File: src/rtl/itch_msg_aligner.sv
// Gathers one fixed-length message from a BUS_BYTES-wide beat stream that may start at any byte offset.
// It presents the message realigned to byte 0 and reports where the next message begins in the shared beat.
module itch_msg_aligner #(
  parameter int BUS_BYTES = 8,
  parameter int MSG_BYTES = 45,
  parameter int OFF_W     = $clog2(BUS_BYTES)
) (
  input  logic                   clk,
  input  logic                   rst,
  input  logic [BUS_BYTES*8-1:0] in_data,
  input  logic                   in_valid,
  output logic                   in_ready,
  input  logic                   start,
  input  logic [OFF_W-1:0]       start_offset,
  input  logic                   abort,
  output logic                   end_valid,
  output logic [OFF_W-1:0]       end_offset,
  output logic                   end_consumed,
  output logic [MSG_BYTES*8-1:0] msg_data,
  output logic                   msg_valid,
  input  logic                   msg_ready
);

  localparam int CW = OFF_W + $clog2(MSG_BYTES) + 1;
  localparam logic [CW-1:0] BUS_C = CW'(BUS_BYTES);
  localparam logic [CW-1:0] MSG_C = CW'(MSG_BYTES);

  typedef enum logic [1:0] {
    IDLE    = 2'd0,
    COLLECT = 2'd1,
    HOLD    = 2'd2
  } state_t;

  state_t                 state_r;
  state_t                 stateNext_s;
  logic [CW-1:0]          count_r;
  logic [CW-1:0]          countNext_s;
  logic [CW-1:0]          base_s;
  logic [CW-1:0]          writeBase_s;
  logic [CW-1:0]          avail_s;
  logic [CW-1:0]          remain_s;
  logic [CW-1:0]          take_s;
  logic [CW-1:0]          endIdx_s;
  logic [OFF_W-1:0]       srcOff_s;
  logic                   inWin_s;
  logic                   accept_s;
  logic                   load_s;
  logic                   done_s;
  logic [MSG_BYTES*8-1:0] msgData_r;
  logic [MSG_BYTES*8-1:0] msgBase_s;
  logic [MSG_BYTES*8-1:0] msgNext_s;

  // Window arithmetic: which beat bytes land where in the message, and whether this beat finishes it.
  // The first beat reads from start_offset into message byte 0; later beats read from byte 0 into count.
  always_comb begin
    accept_s = in_valid && (state_r != HOLD);
    if (state_r == IDLE) begin
      base_s      = CW'(start_offset);
      writeBase_s = {CW{1'b0}};
    end else begin
      base_s      = {CW{1'b0}};
      writeBase_s = count_r;
    end
    avail_s  = BUS_C - base_s;
    remain_s = MSG_C - writeBase_s;
    if (avail_s < remain_s) begin
      take_s = avail_s;
    end else begin
      take_s = remain_s;
    end
    endIdx_s    = base_s + take_s;
    countNext_s = writeBase_s + take_s;
    case (state_r)
      IDLE:    load_s = accept_s && start && !abort;
      COLLECT: load_s = accept_s && !abort;
      default: load_s = 1'b0;
    endcase
    done_s = load_s && (countNext_s == MSG_C) && !rst;
  end

  // Merge the accepted beat into the message image; a new message starts from a cleared image.
  always_comb begin
    msgBase_s = (state_r == IDLE) ? {(MSG_BYTES*8){1'b0}} : msgData_r;
    msgNext_s = msgBase_s;
    srcOff_s  = {OFF_W{1'b0}};
    inWin_s   = 1'b0;
    for (int k = 0; k < MSG_BYTES; k++) begin
      srcOff_s = OFF_W'(CW'(k) - writeBase_s + base_s);
      inWin_s  = (CW'(k) >= writeBase_s) && (CW'(k) < countNext_s);
      msgNext_s[8*k +: 8] = inWin_s ? in_data[8*srcOff_s +: 8] : msgBase_s[8*k +: 8];
    end
  end

  // State register.
  always_ff @(posedge clk) begin
    if (rst) begin
      state_r <= IDLE;
    end else begin
      state_r <= stateNext_s;
    end
  end

  // Next-state logic; abort outranks completion, and HOLD waits for the consumer.
  always_comb begin
    stateNext_s = state_r;
    case (state_r)
      IDLE: begin
        if (load_s) begin
          stateNext_s = done_s ? HOLD : COLLECT;
        end else begin
          stateNext_s = IDLE;
        end
      end
      COLLECT: begin
        if (abort) begin
          stateNext_s = IDLE;
        end else if (done_s) begin
          stateNext_s = HOLD;
        end else begin
          stateNext_s = COLLECT;
        end
      end
      HOLD: begin
        if (msg_ready) begin
          stateNext_s = IDLE;
        end else begin
          stateNext_s = HOLD;
        end
      end
      default: stateNext_s = IDLE;
    endcase
  end

  // Byte count and message image.
  always_ff @(posedge clk) begin
    if (rst) begin
      count_r   <= {CW{1'b0}};
      msgData_r <= {(MSG_BYTES*8){1'b0}};
    end else if (load_s) begin
      count_r   <= countNext_s;
      msgData_r <= msgNext_s;
    end else if ((state_r == COLLECT) && abort) begin
      count_r   <= {CW{1'b0}};
      msgData_r <= msgData_r;
    end else if ((state_r == HOLD) && msg_ready) begin
      count_r   <= {CW{1'b0}};
      msgData_r <= msgData_r;
    end else begin
      count_r   <= count_r;
      msgData_r <= msgData_r;
    end
  end

  assign in_ready     = (state_r != HOLD);
  assign msg_valid    = (state_r == HOLD);
  assign msg_data     = msgData_r;
  assign end_valid    = done_s;
  assign end_offset   = done_s ? endIdx_s[OFF_W-1:0] : {OFF_W{1'b0}};
  assign end_consumed = done_s && (endIdx_s == BUS_C);

endmodule

File: config.mk
export PLATFORM = sky130hd
export DESIGN_NAME = itch_msg_aligner
export DESIGN_NICKNAME = d
export VERILOG_FILES = /design/src/rtl/itch_msg_aligner.sv
export SDC_FILE = /design/constraint.sdc
export NUM_CORES = 1
export LEC_CHECK = 0
export ABC_AREA = 1
export BUFFER_PORTS_ARGS = -buffer_cell sky130_fd_sc_hd__buf_4
export CELL_PAD_IN_SITES_DETAIL_PLACEMENT = 1
export CELL_PAD_IN_SITES_GLOBAL_PLACEMENT = 1
export CORE_MARGIN = 4
export CORE_UTILIZATION = 35
export DETAILED_ROUTE_END_ITERATION = 10
export PLACE_DENSITY_LB_ADDON = 0.12
export SETUP_SLACK_MARGIN = 0.15
export SLEW_MARGIN = 15
export SYNTH_ARGS = -nofsm -noshare
export SYNTH_HDL_FRONTEND = slang
export SYNTH_SLANG_ARGS = --single-unit
File: constraint.sdc
create_clock -name clk -period 8.07 [get_ports clk]
set_input_delay 1.614 -clock clk [delete_from_list [all_inputs] [get_ports clk]]
set_output_delay 1.614 -clock clk [all_outputs]
set_load 0.005 [all_outputs]
Word level (Yosys, flattened, before mapping)
Index checks and enable logic that the tools add are counted.
{"block": "op_classes", "n_eq_ne": 5, "reduce_logical": 148, "bitwise_logic": 0, "n_lt_le_gt_ge": 91, "add_sub_neg": 94, "shift": 45, "n_mul": 0, "n_div": 0, "n_mux": 59}
{"op": "$shiftx A64 B7 Y8", "n": 45}
{"op": "$mux W360", "n": 1}
{"op": "$mux W8", "n": 45}
{"op": "$ge A5 B10 Y1 const A", "n": 16}
{"op": "$lt A5 B10 Y1 const A", "n": 16}
{"op": "$add A3 B3 Y3", "n": 45}
{"op": "$ge A6 B10 Y1 const A", "n": 13}
{"op": "$lt A6 B10 Y1 const A", "n": 13}
{"op": "$reduce_and A2 Y1", "n": 45}
{"op": "$reduce_bool A2 Y1", "n": 45}
{"op": "$ge A4 B10 Y1 const A", "n": 8}
{"op": "$lt A4 B10 Y1 const A", "n": 8}
{"op": "$sub A3 B3 Y3 const A", "n": 21}
{"op": "$logic_and A1 B1 Y1", "n": 54}
{"op": "$mux W10", "n": 5}
{"op": "$ge A3 B10 Y1 const A", "n": 4}
{"op": "$lt A3 B10 Y1 const A", "n": 4}
{"op": "$sub A1 B3 Y3 const A", "n": 12}
{"op": "$sub A2 B3 Y3 const A", "n": 12}
{"op": "$add A10 B10 Y10", "n": 2}
{"op": "$ge A1 B10 Y1 const A", "n": 2}
{"op": "$ge A2 B10 Y1 const A", "n": 2}
{"op": "$lt A1 B10 Y1 const A", "n": 2}
{"op": "$lt A2 B10 Y1 const A", "n": 2}
{"op": "other kinds (15)", "n": 20}
{"block": "totals", "word_cells": 489, "register_bits": 372, "n_memories": 0, "romBits": 0, "out_inout_bits": 367, "latchBits": 0, "mem_bits_rw": 0}

Depth between registers and ports, before layout
{"block": "logic_depth", "ltp_word": 12, "depth_mapped": 33}

Worst setup path before layout
No wires, ideal clock.
{"block": "synth_timing", "kind": "input-to-output", "startpoint": "input port start_offset[1]", "endpoint": "output port end_consumed", "path_stages": 27, "n_path_buf": 1, "arrival_ps": 5311, "setup_slack_ps": 1145, "path_cell_list": "inv_1 nor2_2 inv_1 ha_1 ha_1 a21o_1 nand3_1 nand2_1 nand2_1 nor2_1 nand2_1 o21ai_0 ha_1 inv_1 fa_1 inv_1 nand3_1 nand2_1 nand4_1 nand2_1 nand2_1 nand2_1 nand3_2 nor2_8 buf_6 nand3_1 nor2_1"}
{"block": "synth_via", "elab_chain_cells": 9, "elab_cells_between_ends": 11}
{"element": "from (decl)", "line": "14", "text": "input logic [OFF_W-1:0] start_offset,"}
{"element": "$mux W3 (*)", "line": "57", "text": "if (state_r == IDLE) begin"}
{"element": "$sub A4 B10 Y10", "line": "64", "text": "avail_s = BUS_C - base_s;"}
{"element": "$lt A10 B10 Y1", "line": "66", "text": "if (avail_s < remain_s) begin"}
{"element": "$mux W10", "line": "66"}
{"element": "$add A10 B10 Y10", "line": "72", "text": "countNext_s = writeBase_s + take_s;"}
{"element": "$eq A10 B6 Y1", "line": "78", "text": "done_s = load_s && (countNext_s == MSG_C) && !rst;"}
{"element": "$logic_and A1 B1 Y1 (2 in series)", "line": "78"}
{"element": "$logic_and A1 B1 Y1 (*)", "line": "159", "text": "assign end_consumed = done_s && (endIdx_s == BUS_C);"}
{"element": "to (decl)", "line": "18", "text": "output logic end_consumed,"}
Every way passes the cells marked *; elsewhere a longest branch is shown, timed or not.

Final worst setup path
{"block": "layout_timing", "startpoint": "register state_r[0]", "endpoint": "output port end_offset[1]"}
{"block": "layout_via", "elab_chain_cells": 10, "elab_cells_between_ends": 20}
{"element": "from (decl)", "line": "34", "text": "state_t state_r;"}
{"element": "from (signal assigned)", "line": "99", "text": "state_r <= stateNext_s;"}
{"element": "$logic_not A2 Y1", "line": "57, 73"}
{"element": "$mux W3 / $mux W10 (equally long branches)", "line": "57"}
{"element": "$sub A4 B10 Y10 / $sub A6 B10 Y10 (equally long branches)", "line": "64, 65"}
{"element": "$lt A10 B10 Y1", "line": "66"}
{"element": "$mux W10", "line": "66"}
{"element": "$add A10 B10 Y10", "line": "72"}
{"element": "$eq A10 B6 Y1", "line": "78"}
{"element": "$logic_and A1 B1 Y1 (2 in series)", "line": "78"}
{"element": "$mux W3 (*)", "line": "158", "text": "assign end_offset = done_s ? endIdx_s[OFF_W-1:0] : {OFF_W{1'b0}};"}
{"element": "to (decl)", "line": "17", "text": "output logic [OFF_W-1:0] end_offset,"}
Marks and branches as above.

==> summary.md <==
| Metric | Value |
|---|---|
| Clock Sink Count | 372 |
| Worst VDD drop | 0.000139 V |
| Largest net degree at the start of global routing | 129 |
| First-pass GRT wire length | 128000 um |
| Max Freq | 136 MHz |
| CTS Hold Bufs | 0 |
| Post-cts repair resize count | 0 |
| Sequential fraction of the synthesis area | 0.402 |
| DRC | 0 |
| CP bufs+invs | 5 |
| PwrDens | 211 nW/um^2 |
| Mapped Area | 18500 sq um |
| YS warnings | 0 |
| Core region area | 52600 sq um |
| Crit path arrival time | 5.74 ns |
| Via density | 5.71 |
| Post-DP HPWL | 65700 um |
| Die width | 238 um |
| Die ar. | 56700 sq um |
| Min Tclk post-route | 7.35 ns |
| Placer Congestion | 0.934 |
| Flops & latches, synth | 372 |
| Post-route ant nets | 0 |
| MaxCap Viol Count | 0 |
| Final worst path period share | 0.911 |
| Share of the synthesized area in the top cell type | 0.402 |
| RSZ-0062 raised after global routing | no |
| CTS tree | done |
| Max-slew violations | 0 |
| Rel. slew slack | 0.147 |
| Run status | finished, final reports clean |
| Crit path largest cell delay | 0.54 ns |
| CP startpoint | state_r[0]$_SDFF_PP0_ |
| Top cells by area, synth | dfxtp_1, nand3_1, a21oi_1 |
| Met1 GRT Util | 0.386 |
| Inserted Diodes | 0 |
| Crit Path Category | reg2out |
| Worst r2r dst | msg_data[30]$_SDFFE_PP0P_ |
| Initial antenna violation count | 0 |
| Most frequent cell on the critical path | nand2_1 |
| CP Depth | 27 |
| H-tree levels | 2 |
| WP data required | 6.46 ns |
| Share of layout cells above drive strength 1 | 0.238 |
| Worst r2r src | state_r[0]$_SDFF_PP0_ |
| Total grt overflow | 0 |
| Ports | 440 |
| Dpl ws | 0.401 ns |
| LEAKAGE | 9.52 nW |
| Post-CTS Setup Bufs | 0 |
| Synthesis-to-layout area growth | 29.1% |
| DR iter-0 viols | 1561 |
| Hold Vio Cnt, Final | 0 |
| Slowest cell on the critical path | nor2_1 |
| Synth cell count leaders | nand3_1, nand2_1, a21oi_1 |
| FF-to-FF setup slack | 1.54 ns |
| Total number of vias | 20818 |
| CTS Buf Count | 44 |
| Post-synth top flop | dfxtp_1 |
| Final Skew | 0.0266 ns |
| Worst-path fanout max | 8 |
| Count leader, synth | nand3_1 |
| Post-Synthesis Cells | 2531 |
| FF/Latch Area | 7450 sq um |
| Worst setup margin | 0.716 ns |
| Least-Margin Pin Slew | 1.27 ns |
| Crit path capture | end_offset[1] |
| Worst-path clk slew | 0.06 ns |
| GR Util All Layers | 0.289 |
| Asr flop ratio synth | 0 |
| Die Y | 238 um |
| FP Rows | 84 |
| Setup TNS | 0 ns |
| Pre-antenna DRT Iters | 5 |
| HP Class | reg2reg |
| Detailed-route wire length | 87300 um |
| Avg Inst Size Synth | 7.33 sq um |
| Clk_lat worst skew | 0.59 ns |
| Fillers | 6530 |
| Delay-heaviest family, CP | simple AND/OR/NAND/NOR gates |
| Global route hottest layer | met2 |
| # nets final | 3012 |
| Clock Path Buffers | 3 |
| Port buffer count | 439 |
| Final setup fails | 0 |
| EDFF count, synth | 0 |
| Vias in the first global route | 20265 |
| Area leader, netlist | dfxtp_1 |
| Crit end category | primary output |
| Distinct cells, synth | 48 |
| M2 GR Usage | 0.485 |
| Initial core utilization | 0.353 |
| Wire length per cell | 24.0 um |
| Met3 Resource Use GR | 0.0561 |
| Worst Reg-to-Reg Cells | 31 |
| Clk Tree Root Cell | clkbuf_16 |
| Multi-input logic area | 10000 sq um |
| Crit path launch type | register |
kinds of logic after synthesis:
kind of cell	Yosys count	synth area share
flip-flops	372	0.402
multiplexers	14	0.00756
AO/OA/AOI/OAI	608	0.174
other	1	0.000202
XOR/XNOR	13	0.00897
AND/OR/NAND/NOR	1234	0.336
adder cells (fa/ha/maj)	19	0.0136
buffers and inverters	270	0.0582
registers in the layout, summed over array words and instances, names as in the netlist:
register,cells
count_r,10
msg_data,360
state_r,2
cell type report:
class	instances	area share
multi-input cells	1890	0.419
flip-flops and latches	372	0.311
repair buffers	476	0.151
clock buffers	68	0.0552
well taps	688	0.0359
inverters	136	0.0216
clock inverters	13	0.00575
worst reg2reg max path, delay by kind of cell (launching register included):
family                     cells  cell delay, ns
and+or+nand+nor               20            3.48
buffers and inverters          7            1.35
adders and majority gates      2            0.69
DFF                            1            0.53
AOI/OAI and AO/OA              2            0.31
per-stage QoR:
stage               cell area, sq um  utilization  std cells  total power (W)  hold WS, ns
floorplan                      18600            -       2532          0.00251        0.441
global placement               22400        0.427       3560          0.00303        0.451
detailed placement             22400        0.427       3560          0.00304        0.457
CTS                            23900        0.454       3641          0.00507        0.466
global route                   24000        0.456       3643          0.00523        0.487
finish                         24000        0.456       3643          0.00505        0.467
power by group:
part / total [W] / internal [W] / switching [W] / leakage (nW)
Clock: 0.00202 / 0.00120 / 0.000823 / 0.726
Sequential: 0.00196 / 0.00190 / 0.0000518 / 3.01
Combinational: 0.00107 / 0.000292 / 0.000780 / 5.79
Total: 0.00505 / 0.00339 / 0.00166 / 9.52
per-layer routing:
metal | up-vias | wire, um
met1 | 10314 | 38000
met5 | - | 0
li1 | 9729 | -
met2 | 655 | 41700
met3 | 120 | 5520
met4 | 0 | 2060
worst min path at each step:
stage | endpoint | cells after the start | slack (ns) | startpoint
after floorplan | count_r[6]$_SDFFE_PP0P_ | 2 | 0.44 | count_r[6]$_SDFFE_PP0P_
after CTS | count_r[9]$_SDFFE_PP0P_ | 2 | 0.47 | count_r[9]$_SDFFE_PP0P_
after global routing | count_r[9]$_SDFFE_PP0P_ | 2 | 0.49 | count_r[9]$_SDFFE_PP0P_
final | count_r[6]$_SDFFE_PP0P_ | 2 | 0.47 | count_r[6]$_SDFFE_PP0P_
after detailed placement | count_r[9]$_SDFFE_PP0P_ | 2 | 0.46 | count_r[9]$_SDFFE_PP0P_
after global placement | count_r[8]$_SDFFE_PP0P_ | 2 | 0.45 | count_r[8]$_SDFFE_PP0P_
cell usage in the layout (no fill, tap or decap), types with 54 or more instances in the layout:
cell type and instances:
o21ai_0 127, nand3_1 459, nand4_1 173, a21oi_1 387
nand2_1 440, buf_4 473, nor2_1 60, dfxtp_1 372
inv_1 112, o21ai_1 54
Note: power is estimated with default switching activity, not from simulation.
